--- config.mk ---
export PLATFORM = sky130hd
export DESIGN_NAME = dmem_dump_reader
export DESIGN_NICKNAME = d
export VERILOG_FILES = /design/src/rtl/dmem_dump_reader.sv
export SDC_FILE = /design/constraint.sdc
export NUM_CORES = 1
export LEC_CHECK = 0
export CAP_MARGIN = 0
export CORE_MARGIN = 5
export CORE_UTILIZATION = 25
export DETAILED_ROUTE_END_ITERATION = 10
export SLEW_MARGIN = 5
export SYNTH_ARGS = -nofsm -noshare
export SYNTH_HDL_FRONTEND = slang
export SYNTH_SLANG_ARGS = --single-unit
export TNS_END_PERCENT = 30
--- constraint.sdc ---
create_clock -name clk -period 2.6 [get_ports clk]
set_input_delay 0.78 -clock clk [delete_from_list [all_inputs] [get_ports clk]]
set_output_delay 0.78 -clock clk [all_outputs]
set_load 0.01 [all_outputs]
--- src/rtl/dmem_dump_reader.sv ---
// dmem_dump_reader
//   Dumps a contiguous block of data-memory words onto a byte stream, least-significant byte
//   first. It shares the data memory's synchronous read port, which the system hands over to
//   this block while busy is high.
//
// Ports
//   clk, rst      system clock (rising edge), asynchronous active-high reset
//   start         one-cycle dump request, honoured in idle only
//   base_addr     first word address, latched when start is accepted
//   word_count    number of words to dump (0..2^ADDR_W), latched when start is accepted
//   mem_rd        read strobe to the data memory
//   mem_addr      word address for the read (zero when not reading)
//   mem_rdata     read data, valid the cycle after the edge that samples mem_rd
//   tx_data       stream byte
//   tx_valid      stream byte valid
//   tx_ready      downstream accepts the byte on an edge where tx_valid & tx_ready
//   busy          high from the accepting edge until the done pulse ends
//   done          one-cycle pulse when a dump completes
module dmem_dump_reader #(
  parameter int unsigned ADDR_W = 10,
  // Fixed at 32; the byte serialiser assumes four bytes per word.
  parameter int unsigned DATA_W = 32
) (
  input  logic              clk,
  input  logic              rst,
  input  logic              start,
  input  logic [ADDR_W-1:0] base_addr,
  input  logic [ADDR_W:0]   word_count,
  output logic              mem_rd,
  output logic [ADDR_W-1:0] mem_addr,
  input  logic [DATA_W-1:0] mem_rdata,
  output logic [7:0]        tx_data,
  output logic              tx_valid,
  input  logic              tx_ready,
  output logic              busy,
  output logic              done
);

  localparam int unsigned CntW = ADDR_W + 1;

  typedef enum logic [2:0] {
    StIdle,
    StRead,
    StWait,
    StSend,
    StFinish
  } state_e;

  state_e              state_q, state_d;
  logic [ADDR_W-1:0]   addr_q, addr_d;
  logic [CntW-1:0]     remaining_q, remaining_d;
  logic [1:0]          byte_idx_q, byte_idx_d;
  logic [DATA_W-1:0]   rdata_q, rdata_d;

  always_ff @(posedge clk or posedge rst) begin
    if (rst) begin
      state_q     <= StIdle;
      addr_q      <= '0;
      remaining_q <= '0;
      byte_idx_q  <= '0;
      rdata_q     <= '0;
    end else begin
      state_q     <= state_d;
      addr_q      <= addr_d;
      remaining_q <= remaining_d;
      byte_idx_q  <= byte_idx_d;
      rdata_q     <= rdata_d;
    end
  end

  always_comb begin
    state_d     = state_q;
    addr_d      = addr_q;
    remaining_d = remaining_q;
    byte_idx_d  = byte_idx_q;
    rdata_d     = rdata_q;
    unique case (state_q)
      StIdle: begin
        if (start) begin
          addr_d      = base_addr;
          remaining_d = word_count;
          state_d     = (word_count == '0) ? StFinish : StRead;
        end
      end
      StRead: state_d = StWait;
      StWait: begin
        // Memory answers the cycle after the read strobe was sampled.
        rdata_d    = mem_rdata;
        byte_idx_d = '0;
        state_d    = StSend;
      end
      StSend: begin
        if (tx_ready) begin
          if (byte_idx_q == 2'd3) begin
            remaining_d = remaining_q - CntW'(1);
            addr_d      = addr_q + ADDR_W'(1);  // wraps naturally at 2^ADDR_W
            state_d     = (remaining_q == CntW'(1)) ? StFinish : StRead;
          end else begin
            byte_idx_d = byte_idx_q + 2'd1;
          end
        end
      end
      StFinish: state_d = StIdle;
      default:  state_d = StIdle;
    endcase
  end

  assign mem_rd   = (state_q == StRead);
  assign mem_addr = mem_rd ? addr_q : '0;
  assign tx_valid = (state_q == StSend);
  assign tx_data  = tx_valid ? rdata_q[{byte_idx_q, 3'b000} +: 8] : 8'h00;
  assign busy     = (state_q != StIdle);
  assign done     = (state_q == StFinish);

endmodule

==> run metrics <==
Cells after Synth 287; # H-tree levels 3; Worst path slowest cell mux4_2; Final ANT Viol Nets 0; Die Y 122 microns; area leader, netlist dfrtp_1; Post-Route WL roughly 8600 microns; vias 2649; Post-Syn Nets between 300 and 400; grt total ovfl 0; Power Total just over 0.005 W; placed insts 533; Peak Freq 0.384 GHz; crit end category output port; worst hold slack 479 ps; register area between 1000 and 1500 sq um; setup ws final -1.05 ps; cell family with most CP delay multiplexers; Tightest Pin Transition 728 ps; clock sink count 58; area of the multi-input gates between 1500 and 2000 sq um; Final Util a little under two fifths; Seq/Total Area, Yosys around 47%; Bufs on Longest Clock Path 2; syn avg cell area between 10 and 15 sq um; number of max-cap violations 0; initial core utilization about a quarter; DRT iter0 DRCs between 150 and 200; Slew Limit Fails 0; Net count, final 438; Rel. slew slack between 50 and 60%; Synthesis Warnings 0; clock transition at the registers of the reported paths 60 ps; synth top area cells dfrtp_1, mux2_2, mux4_2, and2_1, a21oi_1; WL/cell about 16 microns; clk_skew 6.40 ps; HPWL after DPL approximately 6300 microns; worst skew pair latency 330 ps; gpl congestion 0.802; Total GRT Usage between 10% and 20%; Port Buffers roughly 80; Synth top area share between 40% and 50%; largest net degree at the start of global routing 33; violated checks setup timing; vias in the first global route 2740; area of the die between 10000 and 15000 sq um; number of synthesized register bits between 50 and 60; Post-route DRC 0; CTS tree done; met2 global-route usage a little under a fifth; GRT met1 Usage 14.7%; overall die width around 120 microns; status finished, violations left; vias per inst just under 5; n_diodes 0; synthesized area 3120 sq um; I/O pin count slightly below 80; worst-path cell chain buf_4, mux4_2, and2_1, dlygate4sd2_1; global-route wire length before repair 13800 microns; fin cells between 500 and 600; initial antenna violation count 0; final setup TNS -1.20 ps; Final Setup Violations 2; CP peak stage delay approximately 500 ps; Min-Delay Path Class reg2reg; Final Cycle Share 100%; crit-path max FO 6; GRT met3 Usage roughly 5%; Startpoint Class register; Worst Path Arrival 1820 ps; Critical Path RT roughly 1800 ps; Unique masters post-synth 47; Num CTS Buffers 9; fillers 1228; critical path class reg2out; worst vdd ir 0.000534 V; asr flop ratio synth 100%; fraction of layout cells with a size suffix above 1 22.3%; static leakage a little under 2 nW; area grow syn2layout 46.4%; Post-synth EDFFs 0; GRT busiest layer met2; core footprint 12100 sq um; Final Hold Vio Count 0; Post-synth top cells dfrtp_1, mux2_2, a21oi_1; DRT Pass-1 Iters 4; min Tclk post-route between 2000 and 3000 ps; FP Rows 40; main flop type after synthesis dfrtp_1; CTS Hold Bufs 0; PwrDens 1110 nW/um^2; RSZ-0062 raised after global routing yes; root buf cell clkbuf_16; most frequent cell after synthesis dfrtp_1; Worst Path Buf+Inv 2
cells in the final DEF (no fill, tap or decap), types with 10 or more instances in the layout:
cell type and instances:
clkdlybuf4s50_1 60, dfrtp_1 56, mux2_2 27, a21oi_1 22
and2_1 20, buf_4 17, nand2_1 15, nand3_1 10
o21ai_0 10, o21ai_1 10
kinds of logic (layout without fill, tap and decap cells):
logic type	count (synthesis)	after routing	share of synthesized area, %
compound gates	68	68	14.0
fa+ha+maj	4	4	1.61
buf+inv	26	121	3.17
flops	58	58	46.5
mux	42	42	18.0
simple gates	89	89	16.7
where the power goes:
group          leakage (nW)  switching (W)  total, W  internal, W
combinational          1.11       0.000945   0.00211      0.00117
clock                 0.145       0.000428   0.00127     0.000839
sequential            0.693       0.000352   0.00169      0.00134
total                  1.95        0.00172   0.00507      0.00335
worst paths after layout:
check / endpoint / from / cells past startpoint / slack, ps
worst max-delay path: tx_data[7] / byte_idx_q[0] / 4 / -1
worst min-delay path: rdata_q[20] / rdata_q[20] / 1 / 480
worst max register to register: state_q[2] / remaining_q[5] / 4 / 250
worst min register to register: rdata_q[20] / rdata_q[20] / 1 / 480
max in group asynchronous: byte_idx_q[1] / rst / 3 / 1300
min in group asynchronous: rdata_q[12] / rst / 2 / 780
cell type report:
class                      count  area share [%]
clock buffer                  10            5.02
clock inverter                 6            2.00
inverter                       7           0.658
multi-input combinational    203            34.7
sequential                    58            31.9
tap                          168            4.61
timing repair buffer          98            21.2
registers in the layout, indices dropped and copies added (netlist names):
name,flops
rdata_q,32
addr_q,10
remaining_q,11
byte_idx_q,2
state_q,3
through the flow:
stage	setup slack [ps]	area, sq um
after floorplan	293	3120
after global placement	-2.00	4210
after detailed placement	-24.9	4210
after CTS	-197	4520
after global routing	-57.3	4560
final	-1.05	4560
what timing repair did:
item	in CTS	in global routing
gates cloned	0	0
buffers inserted	0	1
setup endpoints to repair	12	15
gates resized for setup	12	14
layer usage:
layer / routed length [microns] / vias up
li1: - / 1247
met1: 3720 / 1292
met2: 3920 / 98
met3: 831 / 12
met4: 107 / 0
met5: 0 / -
No activity file was read; power rests on OpenSTA's default activity.
